File: config.mk
export PLATFORM = sky130hd
export DESIGN_NAME = mult_share_scan_ctrl
export DESIGN_NICKNAME = d
export VERILOG_FILES = /design/src/rtl/mult_share_scan_ctrl.sv
export SDC_FILE = /design/constraint.sdc
export NUM_CORES = 1
export LEC_CHECK = 0
export CORE_MARGIN = 4
export CORE_UTILIZATION = 31
export CTS_CLUSTER_SIZE = 20
export DETAILED_ROUTE_END_ITERATION = 8
export HOLD_SLACK_MARGIN = 0.08
export PLACE_DENSITY_LB_ADDON = 0.25
export RECOVER_POWER = 25
export SLEW_MARGIN = 0
export SYNTH_ARGS = -nofsm -noshare
export SYNTH_HDL_FRONTEND = slang
export SYNTH_SLANG_ARGS = --single-unit
File: constraint.sdc
create_clock -name clk -period 3.7 [get_ports clk]
set_input_delay 0.37 -clock clk [delete_from_list [all_inputs] [get_ports clk]]
set_output_delay 0.37 -clock clk [all_outputs]
set_load 0.01 [all_outputs]
File: src/rtl/mult_share_scan_ctrl.sv
// rtl/mult_share_scan_ctrl.sv - shared 2-bit multiplier with round-robin arbitration and 4-digit scan display
module mult_share_scan_ctrl #(
    parameter int SCAN_DIV = 16
) (
    input  logic       clk,
    input  logic       rst_n,
    input  logic [3:0] req_valid,
    input  logic [7:0] req_a,
    input  logic [7:0] req_b,
    output logic [3:0] req_ready,
    output logic [1:0] mult_a,
    output logic [1:0] mult_b,
    input  logic [3:0] mult_q,
    output logic       rsp_valid,
    input  logic       rsp_ready,
    output logic [1:0] rsp_id,
    output logic [3:0] rsp_q,
    output logic [3:0] digit,
    output logic [3:0] anodes
);

    localparam logic [1:0] IDLE = 2'd0;
    localparam logic [1:0] CALC = 2'd1;
    localparam logic [1:0] RESP = 2'd2;

    logic [1:0]          state;
    logic [1:0]          last_grant;
    logic [1:0]          id;
    logic [1:0]          grant_id;
    logic                grant_hit;
    logic [1:0]          idx;
    logic [3:0]          slot [4];
    logic [SCAN_DIV+1:0] scan_cnt;
    logic [1:0]          k;
    logic                capture;

    assign k       = scan_cnt[SCAN_DIV+1:SCAN_DIV];
    assign capture = (state == CALC);

    // Round-robin pick: search starts just after the previous winner, so it has lowest priority
    always_comb begin
        grant_id  = last_grant;
        grant_hit = 1'b0;
        idx       = last_grant;
        for (int j = 0; j < 4; j++) begin
            idx = last_grant + 2'(j + 1);
            if (!grant_hit && req_valid[idx]) begin
                grant_hit = 1'b1;
                grant_id  = idx;
            end
        end
        req_ready = 4'b0000;
        if (state == IDLE && grant_hit) begin
            req_ready = 4'b0001 << grant_id;
        end
    end

    // Operation sequencer: latch operands on grant, capture product, hold response until accepted
    always_ff @(posedge clk or negedge rst_n) begin
        if (!rst_n) begin
            state      <= IDLE;
            last_grant <= 2'd3;
            id         <= 2'd0;
            mult_a     <= 2'd0;
            mult_b     <= 2'd0;
            rsp_valid  <= 1'b0;
            rsp_id     <= 2'd0;
            rsp_q      <= 4'd0;
        end else begin
            case (state)
                IDLE: begin
                    if (grant_hit) begin
                        mult_a     <= req_a[{grant_id, 1'b0} +: 2];
                        mult_b     <= req_b[{grant_id, 1'b0} +: 2];
                        id         <= grant_id;
                        last_grant <= grant_id;
                        state      <= CALC;
                    end
                end
                CALC: begin
                    rsp_q     <= mult_q;
                    rsp_id    <= id;
                    rsp_valid <= 1'b1;
                    state     <= RESP;
                end
                RESP: begin
                    if (rsp_ready) begin
                        rsp_valid <= 1'b0;
                        state     <= IDLE;
                    end
                end
                default: state <= IDLE;
            endcase
        end
    end

    // Per-requester product store feeding the display
    always_ff @(posedge clk or negedge rst_n) begin
        if (!rst_n) begin
            for (int s = 0; s < 4; s++) slot[s] <= 4'd0;
        end else if (capture) begin
            slot[id] <= mult_q;
        end
    end

    // Free-running scan; digit and anode registered together, fresh capture bypassed to the active digit
    always_ff @(posedge clk or negedge rst_n) begin
        if (!rst_n) begin
            scan_cnt <= '0;
            anodes   <= 4'b1110;
            digit    <= 4'd0;
        end else begin
            scan_cnt <= scan_cnt + 1'b1;
            anodes   <= ~(4'b0001 << k);
            digit    <= (capture && id == k) ? mult_q : slot[k];
        end
    end

endmodule

# Yosys cells after proc, flatten, opt, wreduce, memory -nomap -nowiden
# Cells that the tools add are included.
# op_classes
n_addsub	4
mul	0
n_div	0
magnitude_cmp	7
n_eq_ne	5
n_shift	4
mux	29
n_bitwise	3
n_reduce_logical	14
# ops
op	n
$mux 4	5
$add 18x1->18 const B	1
$bwmux 16	1
$shiftx 8x4->2	2
$lt 2x3->1 const B	4
$mux 2	6
$mux 1	9
$bmux 1 s2	4
$bmux 4 s2	1
$demux 4 s2	1
$shl 1x2->4 const A	2
$ge 3x3->1 const B	2
$logic_and 1x1->1	6
$not 2->3	2
$pmux 2 s3	1
$reduce_and 2->1	3
$add 2x2->2 const B	2
$ne 2x2->1 const B	2
$not 4->4	1
$logic_not 1->1	3
$lt 3x1->1 const B	1
$add 2x1->2 const B	1
$eq 2x1->1 const B	1
$eq 2x2->1	1
4 further kinds	4
# word_totals
register_bits	59
latch_bits	0
ram_bits	0
romBits	0
in_bits	27
output_inout_bits	23
word_cells	81
memories	0

# Depth between registers and ports, before layout
# Gate-level depths: netlist of the first run.
# logic_depth
word_depth	15
ltp_mapped	7
mapped_depth_nobuf	5

# Worst setup path before layout of the first run
# Ideal clock, no wire load.
# synth_timing
path_type	register -> output
from	register last_grant[1]
to	output port req_ready[0]
arrival_time_ns	1.485
required_ns	3.330
slack_ns	1.845
stages_incl_launch_ff	8
n_path_buf	2
path_cell_list	dfstp_2 -> buf_6 -> mux2i_1 -> nor2_1 -> nor3_4 -> buf_6 -> nand2_1 -> nor2_1
# synth_between
elab_chain_len	15
word_cells_on_any_way	28
classes_between	3 x add/sub; 1 x shift; 17 x mux; 7 x reduce/logical
# synth_lines
element	line	source
from (decl)	27	logic [1:0] last_grant;
from (signal assigned)	76	last_grant <= grant_id;
$add 2x1->2	46	idx = last_grant + 2'(j + 1);
$bmux 1 s2	47	if (!grant_hit && req_valid[idx]) begin
$mux 1 (not written as such)	47	
$mux 1	47	
$logic_not 1->1	47	
$logic_and 1x1->1	47	
$mux 1	47	
$logic_not 1->1	47	
$logic_and 1x1->1	47	
$mux 1	47	
$logic_not 1->1	47	
$logic_and 1x1->1	47	
$mux 2 or $mux 1 (tied branches)	47	
$shl 1x2->4 or $logic_and 1x1->1 (tied branches)	54, 53	
$mux 4 (*)	53	if (state == IDLE && grant_hit) begin
to (decl)	10	output logic [3:0] req_ready,
# Every way passes the cells marked *; elsewhere a longest branch is shown, timed or not. The select of a mux whose other input is x is not followed.

# Final worst setup path of the first run
# Same ends and word-level chain as after synthesis.

==> key figures, run 1 <==
Status
  • Status: finished, violations left
  • Failing checks: capacitance limit, slew limit

STA
  • Final min period: 2.97 ns
  • Final Setup Violations: 0
  • Setup TNS: 0 ns
  • Worst slew pin tran: approximately 2.4 ns
  • Pins over their slew limit: 47
  • Final worst slack: ~0.73 ns
  • Skew final: slightly below 0.01 ns
  • Final worst path period share: 0.803
  • WHS: ~0.45 ns
  • Final hold violations: 0
  • Unrepaired setup endpoints after global routing: no
  • Slew headroom: -0.617
  • Peak Freq: approximately 0.34 GHz

Yosys
  • Top cells by area, synth: dfrtp_1 50%, mux2_2 8.3%, dfstp_2 4.9%, nand2_1 4.0%, xnor2_1 3.9%
  • Asr flop ratio synth: 1.00
  • FF+latch count, synth: between 50 and 60
  • Synth Cell Area: 0.00271 mm2
  • Synth Instances: 225
  • Yosys top cell by area: dfrtp_1
  • Sequential fraction of the synthesis area: 0.548
  • Syn. warnings: 0
  • Main flop type after synthesis: dfrtp_1
  • Post-synthesis cell type count: 38
  • Total nets after synthesis: around 250
  • Synth top area share: 0.499
  • Mapped Avg Cell Area: 12.0 um2
  • Number of synthesized flops with an enable pin: 0

Worst setup path
  • Crit path top cell by count: nor2_1
  • Crit path max-delay family: simple AND/OR/NAND/NOR gates
  • CP max stage delay: roughly 0.62 ns
  • CP cell instances: mux2i_1 -> nor2_1 -> nor3_4 -> nand2_1 -> nor2_1 -> clkdlybuf4s50_1
  • CP required: about 3.3 ns
  • Buf/Inv on CP: 1
  • WS Path Type: register to primary output
  • Crit path DAT: approximately 2.6 ns
  • Startpoint types: register
  • Highest-delay cell along the critical path: dfstp_2
  • CP max FO: 12
  • Nature of the critical path endpoint: primary output

Power
  • Worst VDD drop: between 0.2 and 0.25 mV
  • Cell Int Power: about 1700 uW
  • Combinational fraction of design power: 0.363
  • Net Sw Frac: 0.315
  • Clock Power Share: 0.228
  • Leakage: 0.00150 uW
  • Pwr/cell area: roughly 700 mW/mm2
  • Flop pwr share: 0.409
  • P_sw: around 770 uW

Place
  • Pre-CTS WS: just under 0.9 ns
  • Post-DP HPWL: between 3 and 4 mm
  • RePlAce Congestion: slightly below 0.7
  • Port Buffers: 49

Floorplanning
  • Die H: roughly 100 um
  • Die area: just over 0.01 mm2
  • Die X-Extent: 101 um
  • Top Ports: 50
  • FP Rows: 33
  • Floorplan core area: around 0.0083 mm2
  • Initial core utilization: 0.324

Final layout
  • Area growth syn-to-layout: 27.8%
  • Antenna diodes: 0
  • Final nets: between 300 and 400
  • Ratio of cells with drive above 1 in the final layout: 0.201

Routing
  • Detailed-route DRC error count: 0
  • Routed via count: 1760
  • DRT Wirelength: approximately 5 mm
  • Routed vias/inst: 4.54
  • Initial DRC Count: 67
  • WL/cell: 12.9 um
  • Post-DRT Antenna Nets: 0
  • First-pass DRT Iterations: 4

Clock tree
  • Clock latency on the worst-skew pair: between 0.3 and 0.4 ns
  • Post-CTS setup buffers: 0
  • Worst-case clock buffer depth: 2
  • Worst-path clk slew: 0.07 ns
  • Clock root buffer: clkbuf_8
  • # resized after CTS: 0
  • Cts hold-fix bufs: 0
  • CTS tree: built
  • CTS Sinks: slightly below 60
  • CTS Buf Count: 9
  • Level count of the clock H-tree: 3

Global route
  • Total grt overflow: 0
  • Initial antenna violation count: 0
  • Global Route Usage Sum: 0.107
  • Global-route wire length before repair: 8.51 mm
  • Largest net degree at the start of global routing: 47
  • Vias in the first global route: 1838

Worst hold path
  • Hold Crit Class: register to register

Flow run
  • Max Cap Viol: 1
-- cells by family (layout without fill, tap and decap cells) --
kind of cell / count (synthesis) / in the layout / share of synthesized area
AOI/OAI and AO/OA: 11 / 11 / 0.0393
xor gates and xnor gates: 18 / 18 / 0.0583
adders and majority gates: 1 / 1 / 0.00462
buffers and inverters: 16 / 74 / 0.0328
DFF: 59 / 59 / 0.548
muxes: 33 / 33 / 0.154
and+or+nand+nor: 87 / 87 / 0.163
-- stage by stage --
step           cells  power, uW  utilization  area [um2]
2_1_floorplan    225       1590            -        2710
3_3_place_gp     372       1890        0.393        3280
3_5_place_dp     372       1900        0.393        3280
4_1_cts          388       2470        0.415        3460
5_1_grt          388       2590        0.415        3460
6_report         388       2430        0.415        3460
-- power by group through the flow --
| stage | registers (uW) | logic [uW] | clock network (uW) |
|---|---|---|---|
| after floorplan | 1010 | 584 | 0 |
| after global placement | 1010 | 885 | 0 |
| after detailed placement | 1010 | 898 | 0 |
| after CTS | 996 | 902 | 571 |
| after global routing | 1020 | 976 | 597 |
| final | 994 | 882 | 553 |
-- cell usage in the layout (no fill, tap or decap), drive strengths merged, types with 2 or more instances in the layout --
master	count
a21oi	2
and3	4
buf	2
clkbuf	12
clkdlybuf4s50	47
clkinv	4
dfrtp	54
dfstp	5
inv	7
mux2	24
mux2i	5
mux4	4
nand2	29
nand2b	7
nand3	17
nor2	17
nor2b	2
nor3	4
o21a	2
o221ai	4
xnor2	12
xor2	6
-- final cells by class --
type,count,area (um2)
Inverter,7,26.3
Sequential cell,59,1480
Tap cell,105,131
Clock inverter,5,53.8
Timing Repair Buffer,51,499
Multi-Input combinational cell,150,1130
Clock buffer,11,131
Fill cell,812,4880
-- synth_stat cells (2+ instances only) --
| cell | number |
|---|---|
| nand2_1 | 29 |
| dfstp_2 | 5 |
| mux2_1 | 2 |
| mux2i_1 | 5 |
| mux4_2 | 4 |
| o221ai_2 | 2 |
| dfrtp_1 | 54 |
| nor2b_1 | 2 |
| mux2_2 | 20 |
| o21a_1 | 2 |
| buf_2 | 5 |
| nand3_1 | 17 |
| nor2_1 | 15 |
| mux2_4 | 2 |
| nor3_2 | 2 |
| o221ai_1 | 2 |
| nand2b_1 | 7 |
| buf_6 | 3 |
| a21oi_1 | 2 |
| nor2_2 | 2 |
| xnor2_1 | 12 |
| xor2_1 | 6 |
| and3_1 | 4 |
| inv_1 | 7 |
-- final timing paths --
check / cells after the start / to / from / slack, ns
setup / recovery: 6 / req_ready[0] / last_grant[1]$_DFFE_PN1P_ / 0.73
hold / removal: 1 / scan_cnt[0]$_DFF_PN0_ / scan_cnt[0]$_DFF_PN0_ / 0.45
setup reg to reg: 5 / mult_a[0]$_DFFE_PN0P_ / last_grant[1]$_DFFE_PN1P_ / 1.74
hold reg to reg: 1 / scan_cnt[0]$_DFF_PN0_ / scan_cnt[0]$_DFF_PN0_ / 0.45
max in group asynchronous: 1 / scan_cnt[10]$_DFF_PN0_ / rst_n / 1.53
min in group asynchronous: 1 / rsp_q[0]$_DFFE_PN0P_ / rst_n / 0.77
-- worst register-to-register path, cell delays in order (launching register included) --
cell and delay [ns]:
dfstp_2 0.62, mux2i_1 0.21, nor2_1 0.08, nor3_4 0.50, mux2_2 0.40, o221ai_1 0.06
-- state kept, by name, summed over array words and instances, names as in the netlist, 4 cells and up --
name,cells
anodes,4
slot,16
digit,4
scan_cnt,18
rsp_q,4
-- metal layers --
layer | vias up | share of wire | GRT usage
met1 | 836 | 0.46 | 0.134
met3 | 7 | 0.072 | 0.0461
li1 | 872 | - | -
met4 | 0 | 0.012 | 0.0368
met2 | 45 | 0.46 | 0.166
met5 | - | 0 | 0
Power figures use the tool's default switching activity.
==> run 2, diff against run 1 <==
clock period = 3 ns   (was 3.7 ns; I/O delays follow)
==> key figures, run 2 (same netlist as run 1, synthesis figures left out) <==
STA
  • WHS: about 0.46 ns
  • Final worst slack: just over 0.3 ns
  • Final worst path period share: 0.898
  • Final min period: ~2.7 ns
  • Unrepaired setup endpoints after global routing: no
  • Slew headroom: 0.461
  • Setup TNS: 0 ns
  • Worst slew pin tran: 0.809 ns
  • Final hold violations: 0
  • Pins over their slew limit: 0
  • Final Setup Violations: 0
  • Peak Freq: between 0.3 and 0.4 GHz
  • Skew final: roughly 0.0069 ns

Place
  • Post-DP HPWL: between 3 and 4 mm
  • Port Buffers: 49
  • Pre-CTS WS: roughly 0.29 ns
  • RePlAce Congestion: between 0.7 and 0.8
  • Placed inst area: 0.00330 mm2
  • Post-placement cell count: approximately 380

Global route
  • Vias in the first global route: 1831
  • Global-route wire length before repair: just under 9 mm
  • GR Util met3: 0.0496
  • Initial antenna violation count: 0
  • Most Crowded Layer GR: met2
  • Met1 Track Usage GR: 0.142
  • Largest net degree at the start of global routing: 45
  • M2 GR Usage: 0.167
  • Global Route Usage Sum: 0.110
  • Total grt overflow: 0

Final layout
  • Ratio of cells with drive above 1 in the final layout: 0.202
  • Commonest non-fill, non-tap cell in the layout: dfrtp_1
  • Final instance area: between 0.003 and 0.004 mm2
  • Flip-flop count of the largest register after layout: 18
  • Largest regs: scan_cnt (18), slot (16)
  • Post-Layout Cell Count: ~400
  • Antenna diodes: 0
  • Register with the most flip-flops: scan_cnt
  • Area growth syn-to-layout: 27.9%
  • Most frequent cells in the layout: 54 x dfrtp_1, 48 x clkdlybuf4s50_1, 29 x nand2_1
  • Final nets: 310

Clock tree
  • Worst-path clk slew: 0.06 ns
  • CTS Sinks: approximately 60
  • Clock latency on the worst-skew pair: between 0.3 and 0.4 ns
  • CTS tree: built
  • Level count of the clock H-tree: 3
  • Clock root buffer: clkbuf_8
  • Worst-case clock buffer depth: 2
  • CTS Buf Count: 9

Routing
  • WL/cell: roughly 13 um
  • Routed via count: around 1800
  • First-pass DRT Iterations: 4
  • Routed vias/inst: between 4 and 5
  • Initial DRC Count: 46
  • Detailed-route DRC error count: 0
  • DRT Wirelength: around 5 mm
  • Post-DRT Antenna Nets: 0

Worst setup path
  • CP max FO: 10
  • Crit path to: req_ready[1]
  • WS Path Type: input pin to primary output
  • FF-to-FF setup slack: 1.05 ns
  • Crit path DAT: roughly 2.4 ns
  • Nature of the critical path endpoint: primary output
  • Startpoint types: input pin
  • CP startpoint: req_valid[3]
  • CP required: 2.70 ns
  • RR Startpoint: last_grant[1]$_DFFE_PN1P_
  • Reg2Reg Depth: 6
  • Critical R2R Capture: mult_b[0]$_DFFE_PN0P_

Power
  • Pwr/cell area: 847 mW/mm2
  • Leakage: around 0.0015 uW
  • Worst VDD drop: 0.333 mV

Floorplanning
  • Initial core utilization: 0.324
  • Die area: approximately 0.010 mm2
  • Top Ports: 50
  • Die H: just over 100 um
  • Floorplan core area: ~0.0083 mm2
  • Die X-Extent: around 100 um
  • FP Rows: 33

Status
  • Status: completed

Worst hold path
  • Hold Crit Class: register to register

Flow run
  • Max Cap Viol: 0
run 2: where the power goes:
| group | internal (uW) | switching (uW) | leakage [uW] |
|---|---|---|---|
| clock network | 296 | 281 | 0.0000812 |
| logic | 635 | 491 | 0.000701 |
| registers | 1060 | 165 | 0.000724 |
run 2: critical path, cell delays in order:
cell and delay (ns):
clkdlybuf4s50_1 0.55, nor4_1 0.10, nor3_2 0.45, nand2b_1 0.29, nor2_1 0.15, clkdlybuf4s50_1 0.55
run 2: metal layers:
metal / part of all wire / vias up / wire (um)
met5: 0 / - / 0
met4: 0.014 / 0 / 71
met3: 0.076 / 7 / 388
met2: 0.45 / 48 / 2290
met1: 0.46 / 867 / 2350
li1: - / 885 / -
run 2: timing repair:
action,4_1_cts,5_1_grt
resized for setup,0,0
endpoints found under the hold margin,13,0
hold buffers,1,0
buffers inserted,0,0
run 2: metrics by stage:
step | utilization | power [uW]
finish | 0.415 | 2930
global route | 0.415 | 3150
global placement | 0.395 | 2370
floorplan | - | 1960
detailed placement | 0.395 | 2390
CTS | 0.415 | 2980
run 2: area by class of cell:
cell class / count / area (um2)
fillers: 805 / 4880
flip-flops and latches: 59 / 1480
multi-input cells: 150 / 1130
repair buffers: 55 / 532
clock buffers: 13 / 139
well taps: 105 / 131
inverters: 7 / 26.3
clock inverters: 3 / 15.0
run 2: worst min-delay path by stage:
stage	startpoint	endpoint	depth (start not counted)
after global routing	scan_cnt[15]$_DFF_PN0_	scan_cnt[15]$_DFF_PN0_	1
after CTS	rst_n	rsp_q[3]$_DFFE_PN0P_	2
final	scan_cnt[15]$_DFF_PN0_	scan_cnt[15]$_DFF_PN0_	1
after global placement	rst_n	rsp_q[0]$_DFFE_PN0P_	1
after detailed placement	rst_n	rsp_q[3]$_DFFE_PN0P_	1
after floorplan	rst_n	anodes[0]$_DFF_PN0_	0
==> run 3, diff against run 2 <==
TNS_END_PERCENT = 5   (was default)
==> results of run 3 <==
The final DEF is identical to that of run 2; final timing and power are the same.
